## src/rtl/neurex_pkg.sv

```systemverilog
// Shared definitions for the neurex array-feed blocks: default geometry and
// the input feeder state encoding.
package neurex_pkg;

  localparam int unsigned SYS_ROW_DEF    = 16;
  localparam int unsigned DATA_WIDTH_DEF = 16;
  localparam int unsigned ADDR_WIDTH_DEF = 8;

  typedef enum logic [1:0] {
    IDLE,
    RUN,
    DRAIN
  } feeder_state_t;

endpackage

```

## src/rtl/skew_row_ctrl.sv

```systemverilog
// One row of the skewed read sequencer: turns the shared step count into this
// bank's read enable/address and delays the enable into the row valid.
module skew_row_ctrl
  import neurex_pkg::*;
#(
  parameter int unsigned ROW        = 0,
  parameter int unsigned ADDR_WIDTH = ADDR_WIDTH_DEF,
  parameter int unsigned CNT_W      = 10
) (
  input  logic                  clk,
  input  logic                  rstn,
  input  logic                  step_vld,
  input  logic [CNT_W-1:0]      step,
  input  logic [ADDR_WIDTH-1:0] base,
  input  logic [ADDR_WIDTH:0]   len,
  output logic                  rd_en,
  output logic [ADDR_WIDTH-1:0] rd_addr,
  output logic                  row_valid
);

  logic [CNT_W-1:0] offs;
  logic             en_nxt;

  assign offs   = step - CNT_W'(ROW);
  assign en_nxt = step_vld && (step >= CNT_W'(ROW)) && (offs < CNT_W'(len));

  // Address is truncated so reads wrap around the top of the bank.
  always_ff @(posedge clk or negedge rstn) begin
    if (!rstn) begin
      rd_en     <= 1'b0;
      rd_addr   <= '0;
      row_valid <= 1'b0;
    end else begin
      rd_en     <= en_nxt;
      row_valid <= rd_en;
      if (en_nxt) rd_addr <= base + offs[ADDR_WIDTH-1:0];
    end
  end

endmodule

```

## src/rtl/input_skew_feeder.sv

```systemverilog
// Skewed read sequencer feeding the systolic array's west edge.
// Optional INPUT_SKEW_FEEDER_ZERO_PAD_EN forces row_data to zero in skew bubbles.
module input_skew_feeder
  import neurex_pkg::*;
#(
  parameter int unsigned SYS_ROW    = SYS_ROW_DEF,
  parameter int unsigned DATA_WIDTH = DATA_WIDTH_DEF,
  parameter int unsigned ADDR_WIDTH = ADDR_WIDTH_DEF
) (
  input  logic                  clk,
  input  logic                  rstn,
  input  logic                  start,
  input  logic [ADDR_WIDTH-1:0] base_addr,
  input  logic [ADDR_WIDTH:0]   len,
  output logic                  busy,
  output logic                  done,
  output logic [SYS_ROW-1:0]    mem_rd_en,
  output logic [ADDR_WIDTH-1:0] mem_rd_addr [0:SYS_ROW-1],
  input  logic [DATA_WIDTH-1:0] mem_rd_data [0:SYS_ROW-1],
  output logic [SYS_ROW-1:0]    row_valid,
  output logic [DATA_WIDTH-1:0] row_data    [0:SYS_ROW-1]
);

  localparam int unsigned CNT_W = $clog2((2 ** ADDR_WIDTH) + SYS_ROW) + 1;

  feeder_state_t         state, state_nxt;
  logic [CNT_W-1:0]      t_q, t_nxt, step, last_step;
  logic [ADDR_WIDTH-1:0] base_q, step_base;
  logic [ADDR_WIDTH:0]   len_q, step_len;
  logic                  accept, zero_job, zero_done_q, step_vld;

  assign accept    = (state == IDLE) && start && (len != '0);
  assign zero_job  = (state == IDLE) && start && (len == '0);
  assign last_step = CNT_W'(len_q) + CNT_W'(SYS_ROW) - CNT_W'(2);

  // Row controllers register the enable for 'step', so the step presented
  // here is the one issued in the following cycle; on the accepting edge the
  // job parameters come straight from the inputs.
  always_comb begin
    state_nxt = state;
    t_nxt     = t_q;
    step      = '0;
    step_vld  = 1'b0;
    step_base = base_q;
    step_len  = len_q;
    case (state)
      IDLE: begin
        if (accept) begin
          state_nxt = RUN;
          t_nxt     = '0;
          step_vld  = 1'b1;
          step_base = base_addr;
          step_len  = len;
        end
      end
      RUN: begin
        if (t_q == last_step) begin
          state_nxt = DRAIN;
        end else begin
          t_nxt    = t_q + CNT_W'(1);
          step     = t_q + CNT_W'(1);
          step_vld = 1'b1;
        end
      end
      DRAIN:   state_nxt = IDLE;
      default: state_nxt = IDLE;
    endcase
  end

  always_ff @(posedge clk or negedge rstn) begin
    if (!rstn) begin
      state       <= IDLE;
      t_q         <= '0;
      base_q      <= '0;
      len_q       <= '0;
      zero_done_q <= 1'b0;
    end else begin
      state       <= state_nxt;
      t_q         <= t_nxt;
      zero_done_q <= zero_job;
      if (accept) begin
        base_q <= base_addr;
        len_q  <= len;
      end
    end
  end

  assign busy = (state != IDLE);
  assign done = (state == DRAIN) || zero_done_q;

  for (genvar i = 0; i < SYS_ROW; i++) begin : g_row
    skew_row_ctrl #(
      .ROW       (i),
      .ADDR_WIDTH(ADDR_WIDTH),
      .CNT_W     (CNT_W)
    ) u_row (
      .clk      (clk),
      .rstn     (rstn),
      .step_vld (step_vld),
      .step     (step),
      .base     (step_base),
      .len      (step_len),
      .rd_en    (mem_rd_en[i]),
      .rd_addr  (mem_rd_addr[i]),
      .row_valid(row_valid[i])
    );

`ifdef INPUT_SKEW_FEEDER_ZERO_PAD_EN
    assign row_data[i] = row_valid[i] ? mem_rd_data[i] : '0;
`else
    assign row_data[i] = mem_rd_data[i];
`endif
  end

endmodule

```

## config.mk

```make
export PLATFORM = sky130hd
export DESIGN_NAME = input_skew_feeder
export DESIGN_NICKNAME = d
export VERILOG_FILES = /design/src/rtl/neurex_pkg.sv /design/src/rtl/skew_row_ctrl.sv /design/src/rtl/input_skew_feeder.sv
export SDC_FILE = /design/constraint.sdc
export NUM_CORES = 1
export LEC_CHECK = 0
export BUFFER_PORTS_ARGS = -buffer_cell sky130_fd_sc_hd__buf_2
export CAP_MARGIN = 0
export CORE_AREA = 2 2 271 273
export CTS_CLUSTER_DIAMETER = 120
export DETAILED_ROUTE_END_ITERATION = 6
export DIE_AREA = 0 0 273 275
export GPL_TIMING_DRIVEN = 0
export PLACE_DENSITY = 0.45
export SLEW_MARGIN = 25
export SYNTH_ARGS = -nofsm -noshare
export SYNTH_HDL_FRONTEND = slang
export SYNTH_SLANG_ARGS = --single-unit
```

## constraint.sdc

```tcl
create_clock -name clk -period 12.8 [get_ports clk]
set_clock_uncertainty 0.2 [all_clocks]
set_input_delay 2.56 -clock clk [delete_from_list [all_inputs] [get_ports clk]]
set_output_delay 2.56 -clock clk [all_outputs]
set_load 0.01 [all_outputs]
```

# Word level (Yosys, flattened, before mapping)
# Index checks and enable logic that the tools add are counted.
dict set report word_totals {
  ff_bits 190
  inputBits 276
  out_inout_bits 418
  elab_cells 183
}
dict set report op_classes {
  add_sub_neg 34
  order_cmp 32
  eq_ne 6
  muxes 15
  n_reduce_logical 43
}
# op count
set ops {}
lappend ops {{$lt A10 B9 Y1} 16}
lappend ops {{$add A8 B8 Y8} 16}
lappend ops {{$ge A10 B4 Y1 const B} 8}
lappend ops {{$sub A10 B4 Y10 const B} 8}
lappend ops {{$ge A10 B3 Y1 const B} 4}
lappend ops {{$mux W10} 4}
lappend ops {{$sub A10 B3 Y10 const B} 4}
lappend ops {{$logic_and A1 B1 Y1} 35}
lappend ops {{$sub A10 B2 Y10 const B} 3}
lappend ops {{$ge A10 B1 Y1 const B} 2}
lappend ops {{$ge A10 B2 Y1 const B} 2}
lappend ops {{$pmux W10 S2} 1}
lappend ops {{$mux W9} 2}
lappend ops {{$mux W8} 2}
lappend ops {{$add A10 B1 Y10 const B} 1}
lappend ops {{$add A9 B5 Y10 const B} 1}
lappend ops {{$eq A10 B10 Y1} 1}
lappend ops {{$sub A10 B1 Y10 const B} 1}
lappend ops {{$logic_not A9 Y1} 1}
lappend ops {{$reduce_bool A9 Y1} 1}
lappend ops {{$ne A2 B2 Y1 const B} 3}
lappend ops {{$mux W2} 2}
lappend ops {{$pmux W2 S2} 1}
lappend ops {{$reduce_bool A2 Y1} 2}
lappend ops {{other kinds (8)} 9}

# Longest topological paths before layout
# Gate-level depths: netlist of the first run.
dict set report depth {
  ltp_word 8
  mapped_depth 29
  depth_no_buf 24
}

# Cells and area by module
# Synthesis of the first run repeated with hierarchy kept, for this count alone.
dict set report hier_totals {
  cells_unflattened 2102
  hier_area_um2 19987.9
}
# mod n_inst cells_per_inst area_each_um2
set modules_own_cells {}
lappend modules_own_cells {input_skew_feeder 1 440 3817.4}
lappend modules_own_cells {{skew_row_ctrl (g_row[4].u_row)} 1 111 1096.1}
lappend modules_own_cells {{skew_row_ctrl (g_row[13].u_row)} 1 112 1059.8}
lappend modules_own_cells {{skew_row_ctrl (g_row[5].u_row)} 1 108 1046.0}
lappend modules_own_cells {{skew_row_ctrl (g_row[15].u_row)} 1 111 1043.5}
lappend modules_own_cells {{skew_row_ctrl (g_row[10].u_row)} 1 106 1041.0}
lappend modules_own_cells {{skew_row_ctrl (g_row[1].u_row)} 1 104 1031.0}
lappend modules_own_cells {{skew_row_ctrl (g_row[3].u_row)} 1 101 1022.2}
lappend modules_own_cells {{skew_row_ctrl (g_row[6].u_row)} 1 104 1022.2}
lappend modules_own_cells {{skew_row_ctrl (g_row[7].u_row)} 1 107 1022.2}
lappend modules_own_cells {{skew_row_ctrl (g_row[9].u_row)} 1 104 1014.7}
lappend modules_own_cells {{skew_row_ctrl (g_row[14].u_row)} 1 105 1013.5}
lappend modules_own_cells {{skew_row_ctrl (g_row[11].u_row)} 1 101 991.0}
lappend modules_own_cells {{skew_row_ctrl (g_row[12].u_row)} 1 103 989.7}
lappend modules_own_cells {{3 more rows} - - -}

# Worst setup path after synthesis of the first run
# OpenSTA, ideal clock, no wires.
dict set report synth_path {
  path_type {in2reg}
  from {in len[4]}
  to {reg g_row[1].u_row.rd_addr[0]}
  arrival_time_ps 6528
  path_slack_ps 5947
  path_stages 14
  path_buffers 1
  cell_sequence {nor4_1 -> nand3_1 -> and2_1 -> clkbuf_1 -> mux2i_1 -> ha_1 -> a21o_1 -> a21o_1 -> a21oi_1 -> nor2b_1 -> o21ai_0 -> or4b_1 -> nor4_4 -> mux2_2}
}
dict set report synth_between {
  elab_chain_cells 6
}
# element line
set synth_lines {}
lappend synth_lines {{start, declared} input_skew_feeder.sv:14} ;# input logic [ADDR_WIDTH:0] len,
lappend synth_lines {{$reduce_bool A9 Y1} input_skew_feeder.sv:32} ;# assign accept = (state == IDLE) && start && (len != '0);
lappend synth_lines {{$logic_and A1 B1 Y1} input_skew_feeder.sv:32}
lappend synth_lines {{$mux W9 / $mux W1 (equally long branches)} input_skew_feeder.sv:48} ;# if (accept) begin
lappend synth_lines {{$mux W9 / $pmux W1 S2 (equally long branches)} input_skew_feeder.sv:46} ;# case (state)
lappend synth_lines {{$lt A10 B9 Y1 / $logic_and A1 B1 Y1 (equally long branches)} skew_row_ctrl.sv:25} ;# assign en_nxt = step_vld && (step >= CNT_W'(ROW)) && (offs < CNT_W'(len));
lappend synth_lines {{$logic_and A1 B1 Y1 *} skew_row_ctrl.sv:25}
lappend synth_lines {{net g_row[1].u_row.en_nxt} skew_row_ctrl.sv:22} ;# logic en_nxt;
lappend synth_lines {{end signal, assigned} skew_row_ctrl.sv:36} ;# if (en_nxt) rd_addr <= base + offs[ADDR_WIDTH-1:0];
lappend synth_lines {{end, declared} skew_row_ctrl.sv:17} ;# output logic [ADDR_WIDTH-1:0] rd_addr,
# The timed path passes the listed nets; every way through them passes the cells marked *.
# A chain may end at the register's enable or synchronous reset.

# Worst setup path after layout of the first run
dict set report layout_path {
  from {reg len_q[1]}
  to {reg g_row[9].u_row.rd_addr[6]}
}
dict set report layout_between {
  elab_chain_cells 8
}
# element line
set layout_lines {}
lappend layout_lines {{start, declared} input_skew_feeder.sv:29} ;# logic [ADDR_WIDTH:0] len_q, step_len;
lappend layout_lines {{start signal, assigned} input_skew_feeder.sv:83} ;# len_q <= len;
lappend layout_lines {{$add A9 B5 Y10} input_skew_feeder.sv:34} ;# assign last_step = CNT_W'(len_q) + CNT_W'(SYS_ROW) - CNT_W'(2);
lappend layout_lines {{$sub A10 B2 Y10} input_skew_feeder.sv:34}
lappend layout_lines {{$eq A10 B10 Y1} input_skew_feeder.sv:57} ;# if (t_q == last_step) begin
lappend layout_lines {{$mux W10} input_skew_feeder.sv:57}
lappend layout_lines {{$mux W10} input_skew_feeder.sv:46}
lappend layout_lines {{$sub A10 B4 Y10 / $ge A10 B4 Y1 (equally long branches)} {skew_row_ctrl.sv:24, skew_row_ctrl.sv:25}}
lappend layout_lines {{$lt A10 B9 Y1 / $logic_and A1 B1 Y1 (equally long branches)} skew_row_ctrl.sv:25}
lappend layout_lines {{$logic_and A1 B1 Y1} skew_row_ctrl.sv:25}
lappend layout_lines {{end signal, assigned} skew_row_ctrl.sv:36}
lappend layout_lines {{end, declared} skew_row_ctrl.sv:17}
# Parallel ways exist; a longest one is shown, timed or not.

==> metrics.md, run 1 <==
| Metric | Value |
|---|---|
| Status | finished, final reports clean |
| R2r setup slk | 3680 ps |
| Share of cells above drive strength 1 | 0.415 |
| Sequential fraction of the synthesis area | 0.271 |
| Cells after synthesis | 1,845 |
| CTS Root Cell | clkbuf_16 |
| Crit. End Element | register |
| Worst EP arrival | about 9300 ps |
| Largest stage delay, worst path | 740 ps |
| Critical Path Start | len_q[1]$_DFF_PN0_ |
| Hold Buf Count CTS | 0 |
| Hold Path Origin | g_row[11].u_row.rd_en$_DFF_PN0_ |
| Kind of critical path | reg2reg |
| Number of max-cap violations | 0 |
| Detailed Route WL | between 60 and 70 mm |
| Post-synth EDFFs | 0 |
| Slew margin rel. | 0.265 |
| Post-CTS setup buffer count | 0 |
| Num rows | 99 |
| # fillers | 7,732 |
| Hold Path Stages | 0 |
| Top post-synthesis cells by area | dfrtp_1 27%, ha_1 15%, buf_4 12%, mux2_2 8.5%, xnor2_1 7.6% |
| H-tree Lvls | 4 |
| Final Max Slew Viols | 0 |
| GP Congestion | about 0.95 |
| Input/output buffers | 437 |
| CTS resizes | 0 |
| CP Launch Type | register |
| Iter 0 DRT Violations | 781 |
| P&R area growth vs syn | 23.8% |
| Core Region | ~72,000 um^2 |
| TritonRoute pass-1 iters | 5 |
| Deepest clock path buffer count | 2 |
| Setup_tns | 0 ps |
| DRC Markers | 0 |
| Detailed Place HPWL | 53.9 mm |
| Drt via density | 4.56 |
| Final net count | 2,790 |
| CTS Buf Count | 17 |
| Syn Nets | approximately 2,300 |
| Synth cell types | ~80 |
| Routed len/inst | around 21 um |
| Die Y-Extent | between 200 and 300 um |
| Fin. Hold Viols | 0 |
| Path depth of the worst reg2reg path | 28 |
| Initial Utilization | 0.243 |
| Clock-pin slew on the worst setup and hold paths | 80 ps |
| Largest area contributor in the netlist | dfrtp_1 |
| Gr ovfl total | 0 |
| Largest net degree at the start of global routing | 82 |
| Final worst-path cycle share | 0.713 |
| RSZ-0062 raised after global routing | false |
| Final setup violation count | 0 |
| CP required | around 13,000 ps |
| First-pass GRT wire length | between 90 and 100 mm |
| Clk sinks | 190 |
| CTS tree | built |
| Antenna cells | 0 |
| Die W | about 270 um |
| Clk_lat worst skew | 500 ps |
| Vias | 14,900 |
| Average size of a mapped cell | 9.53 um^2 |
| Synthesized area | 17,600 um^2 |
| Crit Path Max Fanout | 14 |
| Hold Crit Class | reg2reg |
| Actual slew at the worst max-slew pin | ~1100 ps |
| Seq cells post-synth | 190 |
| Share of the synthesized area in the top cell type | 0.271 |
| Critical path's slowest cell | a21oi_1 |
| DRT antenna net count | 0 |
| Prevailing post-synth register cell | dfrtp_1 |
| R2r startpoint | len_q[1]$_DFF_PN0_ |
| Die ar. | 75,100 um^2 |
| I/O pin cnt | 694 |
| Antenna violations before repair | 1 |
| Minimum clock period | 9120 ps |
| Ys Warns | 0 |
| Max Clk Rate | 110 MHz |
| GRT Overall Usage | 0.178 |
| Vias in the first global route | roughly 15,000 |
| FFs w/ async S/R, synth | 1.00 |
==> sequential cells by signal, summed over array words and instances (netlist names) <==
register               count
zero_done_q                1
state                      2
len_q                      9
base_q                     8
g_row.u_row.rd_en         16
g_row.u_row.row_valid     16
g_row.u_row.rd_addr      128
t_q                       10
==> cells in the final DEF, fill, tap and decap left out, drive strengths merged, types with 26 or more instances in the layout <==
cell,count
a21o,50
a21oi,110
buf,748
clkbuf,44
dfrtp,190
ha,204
inv,85
mux2,133
nand2,95
nand3,33
nor2,49
nor2b,33
nor3,26
o21ai,86
xnor2,153
xor2,46
==> Yosys cell counts (4+ instances only) <==
cell type  count
a2111oi_0      6
a211oi_1       9
a21o_1        50
a21oi_1      109
a31oi_1       18
and2_1         8
and3_1        10
and4_1         7
buf_2         14
buf_4        290
clkbuf_1      26
dfrtp_1      190
fa_1           4
ha_1         204
inv_1         77
mux2_2       133
mux2i_1       19
nand2_1       95
nand2b_1      21
nand3_1       32
nand4_1       18
nor2_1        49
nor2b_1       33
nor3_1        23
nor4_1         4
nor4_4         5
o2111ai_1      4
o211ai_1       6
o21a_1        10
o21ai_0       81
o21bai_1      16
or3_1          6
xnor2_1      152
xor2_1        46
==> layout make-up <==
| class | instances | area, um^2 | area share |
|---|---|---|---|
| Clock inverter | 14 | 175 | 0.00805 |
| Sequential cell | 190 | 4750 | 0.218 |
| Buffer | 332 | 2360 | 0.108 |
| Timing Repair Buffer | 442 | 2310 | 0.106 |
| Tap cell | 959 | 1200 | 0.0551 |
| Clock buffer | 18 | 439 | 0.0202 |
| Multi-Input combinational cell | 1244 | 10200 | 0.470 |
| Inverter | 79 | 297 | 0.0136 |
==> stage by stage <==
stage | utilization | cells | hold slack, ps | setup slack (ps) | cell area (um^2)
after floorplan | - | 1845 | 155 | 5950 | 17600
after global placement | 0.290 | 3241 | 160 | 3550 | 21000
after detailed placement | 0.292 | 3246 | 161 | 3780 | 21100
after CTS | 0.301 | 3278 | 178 | 3730 | 21800
after global routing | 0.301 | 3278 | 190 | 3370 | 21800
final | 0.301 | 3278 | 177 | 3680 | 21800
==> layer usage <==
metal | share of wire | up-vias | GRT usage
met1 | 0.44 | 7356 | 0.225
met3 | 0.040 | 47 | 0.0255
met2 | 0.51 | 410 | 0.318
li1 | - | 7126 | -
met5 | 0 | - | 0
met4 | 0.016 | 0 | 0.0463
==> logic make-up after synthesis <==
family	after synthesis	share of synthesized area
muxes	152	0.0960
and+or+nand+nor	334	0.104
DFF	190	0.271
buffers and inverters	411	0.151
adders and majority gates	210	0.151
xor gates and xnor gates	199	0.0996
AOI/OAI and AO/OA	349	0.128
==> worst paths after layout <==
check,endpoint
min,g_row[11].u_row.row_valid$_DFF_PN0_
max,g_row[9].u_row.rd_addr[6]$_DFFE_PN0P_
min reg2reg,g_row[11].u_row.row_valid$_DFF_PN0_
min in group asynchronous,g_row[0].u_row.row_valid$_DFF_PN0_
max reg2reg,g_row[9].u_row.rd_addr[6]$_DFFE_PN0P_
max in group asynchronous,g_row[15].u_row.rd_addr[6]$_DFFE_PN0P_
==> critical path: cells and delay by family (launching register included) <==
family,cells,cell delay (ps)
XOR/XNOR,1,190
adder cells (fa/ha/maj),3,880
multiplexers,1,290
AND/OR/NAND/NOR,9,2040
flip-flops,1,440
buffers and inverters,7,2720
AO/OA/AOI/OAI,7,2230
Power of run 1 is left out: the tool's default activity adds up to more than one toggle a clock period on the data nets, which glitch-free logic cannot reach.
==> run 2: changes to the inputs <==
ABC_AREA = 1   (was unset)
CORE_AREA = 2 2 267 269   (was 2 2 271 273)
DIE_AREA = 0 0 269 271   (was 0 0 273 275)
PLACE_DENSITY = 0.47   (was 0.45)
clock period = 8.75 ns   (was 12.8 ns; I/O delays follow)
==> run 2 against run 1 <==
Area after synthesis is 2.7% higher. Clock-buffer cell count is 1 lower. Via count is 11% higher. Wire length is 5.2% higher. Register-to-register slack worse by 900 ps. Final cell count is 16% higher.
==> metrics.md, run 2 <==
| Metric | Value |
|---|---|
| Crit Path Max Fanout | 10 (-4) |
| Hold Buf Count CTS | 0 (unchanged) |
| Vias in the first global route | 16,000 (+9.2%) |
| Input/output buffers | 437 (unchanged) |
| CTS Root Cell | clkbuf_16 |
| First-pass GRT wire length | 105 mm (+6.5%) |
| Cells after synthesis | 2,396 (+30%) |
| Register area | 4750 um^2 (unchanged) |
| Die Y-Extent | 271 um (-1.5%) |
| R2r setup slk | 2780 ps (-900 ps) |
| Vias | 16,600 (+11%) |
| CP required | 8940 ps (-4050 ps) |
| Pwr/cell area | 86.5 nW/um^2 |
| Routed len/inst | 19.0 um (-9.6%) |
| Synth cell types | 43 (-48%) |
| Max Clk Rate | 151 MHz |
| Top delay family on crit path | buffers and inverters |
| Die W | 269 um (-1.5%) |
| Top Usage Layer GRT | met2 |
| FFs w/ async S/R, synth | 1.00 (unchanged) |
| Peak VDD IR | 160 uV |
| Num rows | 97 (-2.0%) |
| Share of cells above drive strength 1 | 0.311 (-0.104) |
| Iter 0 DRT Violations | 988 (+27%) |
| CTS Buf Count | 17 (unchanged) |
| Largest stage delay, worst path | 610 ps (-130 ps) |
| Setup_tns | 0 ps (unchanged) |
| GR Layer Usage met2 | 0.340 (+0.0222) |
| Post-synth EDFFs | 0 (unchanged) |
| DRT antenna net count | 0 (unchanged) |
| Regs by FF count | g_row.u_row.rd_addr: 128 flops, g_row.u_row.rd_en: 16 flops, g_row.u_row.row_valid: 16 flops |
| Critical Path Stages | 20 (-29%) |
| Most frequent cells in the layout | 639 x nand2_1, 441 x buf_2, 292 x buf_4, 226 x inv_1, 204 x ha_1 |
| Initial Utilization | 0.259 (+0.0157) |
| Actual slew at the worst max-slew pin | 1070 ps (-33.1 ps) |
| Average size of a mapped cell | 7.54 um^2 (-21%) |
| Detailed Place HPWL | 60.2 mm (+12%) |
| Worst EP arrival | 6820 ps (-2490 ps) |
| RSZ-0062 raised after global routing | false |
| Area of the multi-input gates | 10,200 um^2 (-0.65%) |
| Antenna violations before repair | 12 (+11) |
| Crit path to | g_row[9].u_row.rd_addr[7]$_DFFE_PN0P_ |
| # fillers | 7,616 (-1.5%) |
| TritonRoute pass-1 iters | 5 (unchanged) |
| Grt met1 use | 0.249 (+0.0243) |
| H-tree Lvls | 4 (unchanged) |
| Cell Chain, Critical Path | buf_2, nor3_1, nand4_1, nand2_1, clkbuf_1, clkbuf_1, nand2_1, o21ai_0, inv_1, ha_1, a21o_1, a31oi_1, o31ai_1, inv_1, nand2_1, nand2_1, nand3_1, nand2_1, nand3b_1, nand2_1 |
| Crit. End Element | register |
| P&R area growth vs syn | 23.1% |
| Post-CTS setup buffer count | 0 (unchanged) |
| Status | finished, final reports clean |
| Seq cells post-synth | 190 (unchanged) |
| R2r startpoint | len_q[1]$_DFF_PN0_ |
| Hold Path Stages | 0 (unchanged) |
| GP Congestion | 0.960 (+1.5%) |
| WP buf/inv | 5 (-2) |
| CTS resizes | 0 (unchanged) |
| Clk_lat worst skew | 500 ps (about the same) |
| Syn Nets | 2,880 (+24%) |
| Antenna cells | 0 (unchanged) |
| Top post-synthesis cells by area | dfrtp_1 26%, ha_1 14%, nand2_1 13%, buf_4 12%, xor2_1 6.9% |
| Clock-pin slew on the worst setup and hold paths | 70 ps (about the same) |
| CTS tree | built |
| Gr ovfl total | 0 (unchanged) |
| R2R Path End | g_row[7].u_row.rd_addr[7]$_DFFE_PN0P_ |
| Ys Warns | 0 (unchanged) |
| Share of the synthesized area in the top cell type | 0.263 (-0.00716) |
| Commonest non-fill, non-tap cell in the layout | nand2_1 |
| Deepest clock path buffer count | 2 (unchanged) |
| Worst path most repeated cell | nand2_1 |
| Largest register by flop count | g_row.u_row.rd_addr |
| DRC Markers | 0 (unchanged) |
| Synth top cells by count | 639 x nand2_1, 292 x buf_4, 226 x inv_1, 204 x ha_1, 190 x dfrtp_1 |
| Detailed Route WL | 72.6 mm (+5.2%) |
| Tot Pwr | 1.92 mW |
| Global routing usage on met3 | 0.0380 (+0.0125) |
| Prevailing post-synth register cell | dfrtp_1 |
| Number of max-cap violations | 0 (unchanged) |
| Final Max Slew Viols | 0 (unchanged) |
| Largest register FFs | 128 (unchanged) |
| Clk sinks | 190 (unchanged) |
| Final worst-path cycle share | 0.759 |
| Slew margin rel. | 0.280 (+0.0153) |
| Critical Path Start | len[0] |
| Final net count | 3,344 (+20%) |
| Critical path's slowest cell | clkbuf_1 |
| Drt via density | 4.36 (-4.3%) |
| Largest net degree at the start of global routing | 80 (-2.4%) |
| Final setup violation count | 0 (unchanged) |
| CP Launch Type | input port |
| Largest area contributor in the netlist | dfrtp_1 |
| GRT Overall Usage | 0.197 (+0.0181) |
| Core Region | 69,800 um^2 (-3.5%) |
| Hold Crit Class | reg2reg |
| I/O pin cnt | 694 (unchanged) |
| Minimum clock period | ~6600 ps |
| Synthesized area | 18,100 um^2 (+2.7%) |
| Most common cell in the netlist | nand2_1 |
| Die ar. | 72,900 um^2 (-2.9%) |
| Path depth of the worst reg2reg path | 31 (+11%) |
| Hold_ws | 174 ps (-3.76 ps) |
| Kind of critical path | in2reg |
| P_leak | 12.2 nW |
| Fin. Hold Viols | 0 (unchanged) |
| Sequential fraction of the synthesis area | 0.263 (-0.00716) |
## run 2: cell count changes in the layout (fill, tap and decap cells not counted), moves of 21 or more
cell,delta
nand2b_1,-21
nand2_1,+544
nand2_2,+26
nor2_1,+70
xor2_1,+97
nand3_1,+151
o21ai_0,-37
a21o_1,-48
xnor2_1,-138
inv_1,+150
mux2_2,-123
nor2b_1,-33
## run 2: logic make-up (layout without fill, tap and decap cells)
logic type / after synthesis / in the layout / synth area share
AO/OA/AOI/OAI: 239 / 239 / 0.0777
XOR/XNOR: 157 / 157 / 0.0762
adder cells (fa/ha/maj): 208 / 208 / 0.146
buffers and inverters: 550 / 1027 / 0.177
flip-flops: 190 / 190 / 0.263
multiplexers: 10 / 10 / 0.00624
AND/OR/NAND/NOR: 1042 / 1042 / 0.254
## run 2: report_power, final
part	switching, mW	internal, mW	total, mW	leakage, nW
clock	0.396	0.425	0.820	0.284
combinational	0.107	0.118	0.225	9.81
sequential	0	0.877	0.877	2.08
total	0.503	1.42	1.92	12.2
## run 2: layer usage
metal,part of all wire,up-vias
met3,0.054,76
li1,-,8332
met4,0.020,6
met1,0.43,7710
met5,0.00051,-
met2,0.50,500
## run 2: layout make-up
cell class	count	area share
Timing Repair Buffer	445	0.105
Clock inverter	15	0.00743
Inverter	239	0.0404
Buffer	311	0.103
Multi-Input combinational cell	1656	0.457
Tap cell	940	0.0529
Clock buffer	17	0.0191
Sequential cell	190	0.214
## run 2: stage by stage
stage / std cells / setup slack (ps) / util / instance area [um^2]
floorplan: 2396 / 3460 / - / 18100
global placement: 3773 / 595 / 0.307 / 21400
detailed placement: 3781 / 1630 / 0.310 / 21600
CTS: 3813 / 2160 / 0.318 / 22200
global route: 3813 / 1740 / 0.318 / 22200
finish: 3813 / 2110 / 0.318 / 22200
## run 2: worst min path at each step
stage / startpoint / end / slack (ps)
floorplan: g_row[0].u_row.rd_en$_DFF_PN0_ / g_row[0].u_row.row_valid$_DFF_PN0_ / 150
global placement: g_row[3].u_row.rd_en$_DFF_PN0_ / g_row[3].u_row.row_valid$_DFF_PN0_ / 160
detailed placement: g_row[14].u_row.rd_en$_DFF_PN0_ / g_row[14].u_row.row_valid$_DFF_PN0_ / 160
CTS: g_row[10].u_row.rd_en$_DFF_PN0_ / g_row[10].u_row.row_valid$_DFF_PN0_ / 180
global route: g_row[6].u_row.rd_en$_DFF_PN0_ / g_row[6].u_row.row_valid$_DFF_PN0_ / 190
finish: g_row[10].u_row.rd_en$_DFF_PN0_ / g_row[10].u_row.row_valid$_DFF_PN0_ / 170
## run 2: worst reg2reg max path, delay by kind of cell, from the launching register on
| kind | cells | cell delay (ps) |
|---|---|---|
| AOI/OAI and AO/OA | 5 | 650 |
| DFF | 1 | 410 |
| and+or+nand+nor | 16 | 1890 |
| adders and majority gates | 3 | 840 |
| buffers and inverters | 6 | 1470 |
| xor gates and xnor gates | 1 | 400 |
Note: power is estimated with default switching activity, not from simulation.
